==> src/rtl/hilo_div_unit_pkg.sv <==
// Shared definitions for the HI/LO divide unit: default width, MF read
// encodings and the divider state encoding.
package hilo_div_unit_pkg;

  localparam int DEF_WIDTH = 32;

  // Decoder mf[1:0] encodings for the move-from instructions.
  localparam logic [1:0] MF_HI = 2'b10;
  localparam logic [1:0] MF_LO = 2'b11;

  typedef enum logic [1:0] {
    IDLE = 2'b00,
    CALC = 2'b01,
    FIX  = 2'b10
  } state_t;

endpackage : hilo_div_unit_pkg

==> src/rtl/hilo_div_unit_div_step.sv <==
// One restoring-division iteration on unsigned magnitudes: shift the next
// dividend bit into the partial remainder, trial-subtract the divisor and
// keep the difference only when it does not go negative.
module hilo_div_unit_div_step #(
  parameter int WIDTH = 32
) (
  input  logic [WIDTH:0]   i_rem,
  input  logic [WIDTH-1:0] i_quo,
  input  logic [WIDTH-1:0] i_dvsr,
  output logic [WIDTH:0]   o_rem,
  output logic [WIDTH-1:0] o_quo
);

  logic [WIDTH+1:0] w_shift;
  logic [WIDTH+1:0] w_diff;
  logic             w_ge;

  // The extra top bit of the subtraction is the borrow that decides the
  // quotient bit; the partial remainder itself never needs more than WIDTH+1.
  assign w_shift = {i_rem, i_quo[WIDTH-1]};
  assign w_diff  = w_shift - {2'b00, i_dvsr};
  assign w_ge    = ~w_diff[WIDTH+1];

  assign o_rem = w_ge ? w_diff[WIDTH:0] : w_shift[WIDTH:0];
  assign o_quo = {i_quo[WIDTH-2:0], w_ge};

endmodule : hilo_div_unit_div_step

==> src/rtl/hilo_div_unit.sv <==
// Multi-cycle radix-2 restoring divider owning the architectural HI/LO
// registers. STEPS iterations are chained per clock; a final FIX cycle
// applies sign correction and the divide-by-zero result before writing HI/LO.
module hilo_div_unit
  import hilo_div_unit_pkg::*;
#(
  parameter int WIDTH = DEF_WIDTH,
  parameter int STEPS = 1
) (
  input  logic             i_clk,
  input  logic             i_rst_b,
  input  logic             i_div_start,
  input  logic             i_div_signed,
  input  logic [WIDTH-1:0] i_dividend,
  input  logic [WIDTH-1:0] i_divisor,
  input  logic             i_flush,
  input  logic [1:0]       i_mf,
  output logic [WIDTH-1:0] o_mf_data,
  output logic             o_stall,
  output logic             o_busy,
  output logic             o_div_by_zero,
  output logic [WIDTH-1:0] o_hi,
  output logic [WIDTH-1:0] o_lo
);

  localparam int ITERS = WIDTH / STEPS;
  localparam int CW    = $clog2(ITERS) + 1;
  localparam logic [CW-1:0] LAST_CNT = CW'(ITERS - 1);

  state_t           r_state;
  state_t           w_state_next;
  logic             w_accept;

  logic [CW-1:0]    r_count;
  logic [WIDTH:0]   r_rem;
  logic [WIDTH-1:0] r_quo;
  logic [WIDTH-1:0] r_dvsr;
  logic [WIDTH-1:0] r_dividend_raw;
  logic             r_q_neg;
  logic             r_r_neg;
  logic             r_zero_dvsr;
  logic [WIDTH-1:0] r_hi;
  logic [WIDTH-1:0] r_lo;
  logic             r_div_by_zero;

  logic             w_a_neg;
  logic             w_b_neg;
  logic [WIDTH-1:0] w_mag_a;
  logic [WIDTH-1:0] w_mag_b;
  logic [WIDTH-1:0] w_rem_mag;
  logic [WIDTH-1:0] w_fix_hi;
  logic [WIDTH-1:0] w_fix_lo;

  // Operand magnitudes; in signed mode negative inputs are two's-complemented.
  // MIN stays MIN, which reads correctly as the unsigned magnitude 2^(WIDTH-1).
  assign w_a_neg = i_div_signed & i_dividend[WIDTH-1];
  assign w_b_neg = i_div_signed & i_divisor[WIDTH-1];
  assign w_mag_a = w_a_neg ? (WIDTH'(0) - i_dividend) : i_dividend;
  assign w_mag_b = w_b_neg ? (WIDTH'(0) - i_divisor)  : i_divisor;

  // Chain of STEPS single-bit iterations evaluated within one clock.
  logic [WIDTH:0]   w_rem_chain [0:STEPS];
  logic [WIDTH-1:0] w_quo_chain [0:STEPS];

  assign w_rem_chain[0] = r_rem;
  assign w_quo_chain[0] = r_quo;

  generate
    for (genvar gi = 0; gi < STEPS; gi++) begin : g_step
      hilo_div_unit_div_step #(
        .WIDTH (WIDTH)
      ) u_div_step (
        .i_rem  (w_rem_chain[gi]),
        .i_quo  (w_quo_chain[gi]),
        .i_dvsr (r_dvsr),
        .o_rem  (w_rem_chain[gi+1]),
        .o_quo  (w_quo_chain[gi+1])
      );
    end
  endgenerate

  // Sign correction; MIN / -1 falls out naturally (magnitude quotient is
  // 2^(WIDTH-1), not negated, remainder 0). Divide-by-zero overrides both.
  assign w_rem_mag = r_rem[WIDTH-1:0];
  assign w_fix_lo  = r_zero_dvsr ? {WIDTH{1'b1}} :
                     (r_q_neg ? (WIDTH'(0) - r_quo) : r_quo);
  assign w_fix_hi  = r_zero_dvsr ? r_dividend_raw :
                     (r_r_neg ? (WIDTH'(0) - w_rem_mag) : w_rem_mag);

  // State register.
  always_ff @(posedge i_clk) begin
    if (!i_rst_b) begin
      r_state <= IDLE;
    end else begin
      r_state <= w_state_next;
    end
  end

  // Next-state logic; flush overrides everything, including a new request.
  always_comb begin
    w_state_next = r_state;
    w_accept     = 1'b0;
    if (i_flush) begin
      w_state_next = IDLE;
    end else begin
      case (r_state)
        IDLE: begin
          if (i_div_start) begin
            w_state_next = CALC;
            w_accept     = 1'b1;
          end
        end
        CALC: begin
          if (r_count == LAST_CNT) begin
            w_state_next = FIX;
          end
        end
        FIX: begin
          w_state_next = IDLE;
        end
        default: begin
          w_state_next = IDLE;
        end
      endcase
    end
  end

  // Datapath: latch operands on accept, iterate in CALC, commit HI/LO in FIX.
  always_ff @(posedge i_clk) begin
    if (!i_rst_b) begin
      r_count        <= '0;
      r_rem          <= '0;
      r_quo          <= '0;
      r_dvsr         <= '0;
      r_dividend_raw <= '0;
      r_q_neg        <= 1'b0;
      r_r_neg        <= 1'b0;
      r_zero_dvsr    <= 1'b0;
      r_hi           <= '0;
      r_lo           <= '0;
      r_div_by_zero  <= 1'b0;
    end else if (w_accept) begin
      r_count        <= '0;
      r_rem          <= '0;
      r_quo          <= w_mag_a;
      r_dvsr         <= w_mag_b;
      r_dividend_raw <= i_dividend;
      r_q_neg        <= w_a_neg ^ w_b_neg;
      r_r_neg        <= w_a_neg;
      r_zero_dvsr    <= (i_divisor == '0);
      r_div_by_zero  <= 1'b0;
    end else if (!i_flush && r_state == CALC) begin
      r_rem   <= w_rem_chain[STEPS];
      r_quo   <= w_quo_chain[STEPS];
      r_count <= r_count + 1'b1;
    end else if (!i_flush && r_state == FIX) begin
      r_lo          <= w_fix_lo;
      r_hi          <= w_fix_hi;
      r_div_by_zero <= r_zero_dvsr;
    end
  end

  assign o_busy        = (r_state != IDLE);
  assign o_stall       = o_busy & (i_div_start | i_mf[1]);
  assign o_hi          = r_hi;
  assign o_lo          = r_lo;
  assign o_div_by_zero = r_div_by_zero;
  assign o_mf_data     = (i_mf == MF_HI) ? r_hi :
                         (i_mf == MF_LO) ? r_lo : '0;

endmodule : hilo_div_unit

==> config.mk <==
export PLATFORM = sky130hd
export DESIGN_NAME = hilo_div_unit
export DESIGN_NICKNAME = d
export VERILOG_FILES = /design/src/rtl/hilo_div_unit_pkg.sv /design/src/rtl/hilo_div_unit_div_step.sv /design/src/rtl/hilo_div_unit.sv
export SDC_FILE = /design/constraint.sdc
export NUM_CORES = 1
export LEC_CHECK = 0
export BUFFER_PORTS_ARGS = -buffer_cell sky130_fd_sc_hd__buf_2
export CAP_MARGIN = 20
export CELL_PAD_IN_SITES_DETAIL_PLACEMENT = 0
export CELL_PAD_IN_SITES_GLOBAL_PLACEMENT = 1
export CORE_ASPECT_RATIO = 0.6
export CORE_UTILIZATION = 46
export DETAILED_ROUTE_END_ITERATION = 6
export GPL_ROUTABILITY_DRIVEN = 0
export GPL_TIMING_DRIVEN = 0
export HOLD_SLACK_MARGIN = 0.08
export MAX_ROUTING_LAYER = met4
export PLACE_DENSITY_LB_ADDON = 0.1
export SYNTH_ARGS = -nofsm -noshare
export SYNTH_HDL_FRONTEND = slang
export SYNTH_SLANG_ARGS = --single-unit
==> constraint.sdc <==
create_clock -name i_clk -period 6.1 [get_ports i_clk]
set_input_delay 0.305 -clock i_clk [delete_from_list [all_inputs] [get_ports i_clk]]
set_output_delay 0.305 -clock i_clk [all_outputs]
set_load 0.005 [all_outputs]
== Word-level counts from Yosys, hierarchy flattened ==
Index checks and enable logic that the tools add are counted.

* Bits in registers: 205
* Input bits: 71
* Output and inout port bits: 99
* Logic and storage cells: 63

* Add/subtract/negate cells: 6
* Eq/ne operators: 7
* Multiplexer cells: 17
* Bitwise logic cells: 9
* Reduce and logical (&&, ||, !) cells: 12

{| class="wikitable"
|+ Operators with widths
! kind !! count
|-
| 32-bit two-way mux || 10
|-
| 1-bit by 32-bit subtractor with 32-bit output (first input constant) || 4
|-
| 34-bit by 32-bit subtractor with 34-bit output || 1
|-
| 33-bit two-way mux || 1
|-
| 32-bit logical NOT || 1
|-
| 6-bit by 1-bit adder with 6-bit output (second input constant) || 1
|-
| 2-bit == test (second input constant) || 3
|-
| 6-bit by 5-bit == test with 1-bit output (second input constant) || 1
|-
| 2-bit two-way mux || 2
|-
| 2-bit != test (second input constant) || 2
|-
| 1-bit NOT || 4
|-
| 2-bit one-hot mux with 2 select lines || 1
|-
| 2-bit AND reduction || 2
|-
| 2-bit nonzero test || 2
|-
| 2-bit OR reduction || 2
|-
| 1-bit bitwise AND || 3
|-
| 1-bit two-way mux || 3
|-
| 3-bit AND reduction || 1
|-
| 2-bit by 1-bit == test with 1-bit output (second input constant) || 1
|-
| 1-bit logical AND || 2
|-
| 2-bit logical NOT || 1
|-
| 1-bit logical NOT || 1
|-
| 1-bit bitwise OR || 1
|-
| 1-bit bitwise XOR || 1
|}

== Logic depth before layout (Yosys ltp) ==
* Word-level depth: 5
* Gate-level depth with buffers: 14
* Depth with buffers taken out: 12

== Modules after synthesis ==
From an unflattened synthesis, not the netlist that was laid out.

* Cells, all modules: 1,810
* Area total of the unflattened synthesis: 13,738.2 um2

{| class="wikitable"
|+ Modules (own cells, without submodules)
! module !! instances !! cells an instance !! area an instance (um2) !! seq. area each (um2)
|-
| hilo_div_unit || 1 || 1,472 || 11,284.6 || 4,103.9
|-
| hilo_div_unit_div_step || 1 || 338 || 2,453.6 || 0.0
|}

== Worst setup path before layout ==
Ideal clock, no wire load.

* Path type: register to register
* Start: register r_rem[14]
* End: register r_rem[14]
* Library setup time: 0.120 ns
* Data arrival time: 2.757 ns
* Data required time: 5.980 ns
* Path slack: 3.223 ns
* Stages on the path, launching flop included: 14
* Path buffers: 3
* Path through: dfxtp_1 > ha_1 > clkbuf_1 > a21oi_1 > a21boi_0 > a2111oi_0 > nand3_1 > nand4_1 > nand4b_1 > xor2_1 > buf_2 > buf_2 > nand4b_1 > nand3_1

* Cells in the longest elaborated chain, start to end: 2

{| class="wikitable"
|+ RTL lines
! item !! RTL line !! text
|-
| start, declared || hilo_div_unit.sv:35 || <nowiki>logic [WIDTH:0] r_rem;</nowiki>
|-
| start signal, assigned || hilo_div_unit.sv:153 || <nowiki>r_rem <= w_rem_chain[STEPS];</nowiki>
|-
| 34-bit by 32-bit subtractor with 34-bit output || hilo_div_unit_div_step.sv:21 || <nowiki>assign w_diff = w_shift - {2'b00, i_dvsr};</nowiki>
|-
| 33-bit two-way mux || hilo_div_unit_div_step.sv:24 || <nowiki>assign o_rem = w_ge ? w_diff[WIDTH:0] : w_shift[WIDTH:0];</nowiki>
|}

Every way passes these cells.
A chain may end at the register's enable or synchronous reset.

== Worst setup path in the final report ==
* Start: register r_rem[9]
* End: register r_quo[0]

* Cells in the longest elaborated chain, start to end: 4

{| class="wikitable"
|+ RTL lines
! item !! RTL line !! text
|-
| 34-bit by 32-bit subtractor with 34-bit output || hilo_div_unit_div_step.sv:21 ||
|-
| 1-bit NOT || hilo_div_unit_div_step.sv:22 || <nowiki>assign w_ge = ~w_diff[WIDTH+1];</nowiki>
|-
| 32-bit two-way mux || hilo_div_unit.sv:152 || <nowiki>end else if (!i_flush && r_state == CALC) begin</nowiki>
|-
| 32-bit two-way mux || hilo_div_unit.sv:142 || <nowiki>end else if (w_accept) begin</nowiki>
|-
| end signal, assigned || hilo_div_unit.sv:145 || <nowiki>r_quo <= w_mag_a;</nowiki>
|-
| end signal, assigned || hilo_div_unit.sv:154 || <nowiki>r_quo <= w_quo_chain[STEPS];</nowiki>
|-
| end, declared || hilo_div_unit.sv:36 || <nowiki>logic [WIDTH-1:0] r_quo;</nowiki>
|}

Every way passes these cells. The select of a mux whose other input is x is not followed.

==> flow_summary.toml <==
[run_status]
status = "completed"

[timing]
hold_viol = 0
setup_tns_ns = 0
slew_violations = 0
max_slew_margin_pct = 24.0
fin_ws_ns = 2.04
max_clock_freq_ghz = 0.246
tightest_slew_ns = 1.14
rsz0062_at_grt = "no"
setup_viol = 0
fin_crit_sh_pct = 66.6
holdWs_ns = 0.0830
fin_crit_ns = 4.06
skew_ns = 0.0118

[worst_setup_path]
path_class = "flip-flop to flip-flop"
critical_path_peak_fanout = 10
arrival_ns = 4.50
end_kind = "flip-flop"
required_ns = 6.54
crit_path_start_kind = "flip-flop"

[cells_and_area]
layout_commonest_cell = "nand2_1"
finalNonFillerCells = 2295
seq_area_sq_um = 4100
nNetsFinal = 2022
drive_above_1_share_pct = 11.7
synthToLayoutAreaGrowth_pct = 16.4
fill_cells = 2730
multi_input_area_sq_um = 8180
finalInstanceArea_sq_um = 15000
final_cell_mix = "nand2_1, dfxtp_1, buf_2"

[synth]
syn_avg_cell_area_sq_um = 7.54
yosys.area_share.adder_pct = 3.74
synthSimpleGateAreaFrac_pct = 22.7
muxShareOfSynthArea_pct = 5.11
async_flop_share_pct = 0
synth_xor_area_share_pct = 10.2
synth_compound_area_share_pct = 21.6
ys_ff_latch = 205
yosysWarnings = 0
syn_inst = 1714
synth_edf_count = 0
ys_dominant_reg_cell = "dfxtp_1"
syn_nets = 1823
ys_types = 65
syn_area_sq_um = 12900
seq_area_frac_synth_pct = 31.8
synth_top_family_by_area = "simple AND/OR/NAND/NOR gates"

[global_route]
grt_max_degree = 17
grt_overflow = 0
antenna_found_initial = 1
grt_pass1_vias = 12000
track_usage_pct = 35.1
grt_pass1_wl_mm = 74.4

[run]
cap_violations = 0

[power_and_ir_drop]
vdd_drop_max_mv = 0.219
p_leak_nw = 5.92
powerDensity_nw_per_um2 = 245

[drt]
drt_iter0_markers = 1578
vias = 13600
viasPerCell = 5.92
wl_per_cell_microns = 21.8
final_antenna_net_count = 0
drt-pass1-iter-count = 5
wl_mm = 50.0
drc_errors = 0

[place]
detailed_place.area_sq_um = 14200
post-place-ws_ns = 2.23
dp.cells = 2249
hpwl_mm = 39.9
port_buffers = 166

[cts]
path_clk_slew_ns = 0.07
post-cts-setup-buffer-count = 0
h-tree-depth = 1
ctsResizeCount = 0
holdBufCountCts = 7
cts_tree = "done"
cts_buffer_depth = 3
ctsRootBufferMaster = "clkbuf_16"
cts.sinks = 205
insertion_delay_ns = 0.51
cts_made_buffers = 21

[die]
coreArea_sq_um = 27600
die_h_microns = 132
design.die.area_sq_um = 28800
start_util_pct = 46.8
die_w_microns = 218
rows = 47
ios = 170

[min_path]
min_path_type = "input pin to flip-flop"
==> sequential cells by signal (all words and copies together) (netlist names) <==
register	count
r_q_neg	1
r_zero_dvsr	1
r_dividend_raw	32
o_hi	32
r_count	6
r_quo	32
r_rem	33
r_state	2
r_dvsr	32
r_r_neg	1
o_lo	32
o_div_by_zero	1
==> layout make-up <==
type	instances	share of cell area [%]
Antenna cell	3	0.0499
Buffer	117	2.95
Clock buffer	25	3.73
Clock inverter	10	1.11
Inverter	53	1.32
Multi-Input combinational cell	1339	54.4
Sequential cell	205	27.3
Tap cell	367	3.05
Timing Repair Buffer	176	6.13
==> synth_stat cells, drive strengths merged (3+ instances only) <==
cell / count / area [sq um]
o41ai: 15 / 150
nor2: 155 / 582
or3: 15 / 98.8
nor3b: 4 / 30.0
xor2: 75 / 657
o31ai: 27 / 244
a211oi: 30 / 225
a311oi: 31 / 272
or4: 9 / 75.1
o22ai: 19 / 119
dfxtp: 205 / 4100
and2: 5 / 31.3
nor2b: 38 / 238
nor3: 44 / 220
a2111oi: 3 / 26.3
nand4: 16 / 100
o21a: 6 / 45.0
nand3: 44 / 220
and3: 7 / 43.8
nor4: 15 / 115
o211ai: 4 / 30.0
buf: 22 / 87.6
nand2b: 10 / 70.1
xnor2: 75 / 657
a22oi: 4 / 30.0
a21boi: 3 / 22.5
or3b: 3 / 26.3
ha: 37 / 463
a31oi: 4 / 25.0
inv: 53 / 199
o221ai: 3 / 26.3
or2: 5 / 31.3
clkbuf: 95 / 357
nand2: 265 / 995
o21ai: 109 / 546
a21o: 10 / 75.1
a21oi: 156 / 781
o21bai: 8 / 60.1
mux2i: 66 / 661
==> worst paths after layout <==
check | start | end | slack, ns | depth (start not counted)
max | r_rem[9] | r_quo[0] | 2.04 | 12
min | i_dividend[9] | r_dividend_raw[9] | 0.08 | 3
max reg2reg | r_rem[9] | r_quo[0] | 2.04 | 12
min reg2reg | r_dvsr[31] | r_dvsr[31] | 0.46 | 2
==> worst max-delay path, cell delays in order, from the launching register on <==
cell       delay (ns)
dfxtp_1          0.51
ha_1             0.29
clkbuf_1         0.23
a21o_1           0.26
a2111oi_0        0.51
nand3_1          0.41
nand4_1          0.20
nand4b_1         0.18
xor2_1           0.43
buf_2            0.36
buf_2            0.29
nand2_1          0.12
a31oi_1          0.19
==> kinds of logic (layout without fill, tap and decap cells) <==
family | after synthesis | after routing
simple gates | 641 | 641
other cells | 0 | 3
compound gates | 444 | 444
buf+inv | 170 | 381
flops | 205 | 205
fa+ha+maj | 38 | 38
mux | 66 | 66
xor+xnor | 150 | 150
==> through the flow <==
| stage | util [%] | power [mW] |
|---|---|---|
| after global routing | 54.5 | 3.81 |
| after detailed placement | 51.6 | 2.27 |
| after CTS | 54.5 | 3.65 |
| after global placement | 51.5 | 2.26 |
| final | 54.5 | 3.68 |
| after floorplan | - | 2.00 |
==> per-layer routing <==
layer  part of all wire [%]  global-route usage [%]
met5                      0                       -
met2                     37                    42.7
met3                     12                    10.3
met4                    1.1                    5.09
met1                     50                    55.7
==> report_power, final <==
part | internal (mW) | switching (mW)
Combinational | 0.300 | 0.523
Sequential | 1.39 | 0.0688
Clock | 0.830 | 0.577
Total | 2.52 | 1.17
Power figures use the tool's default switching activity.
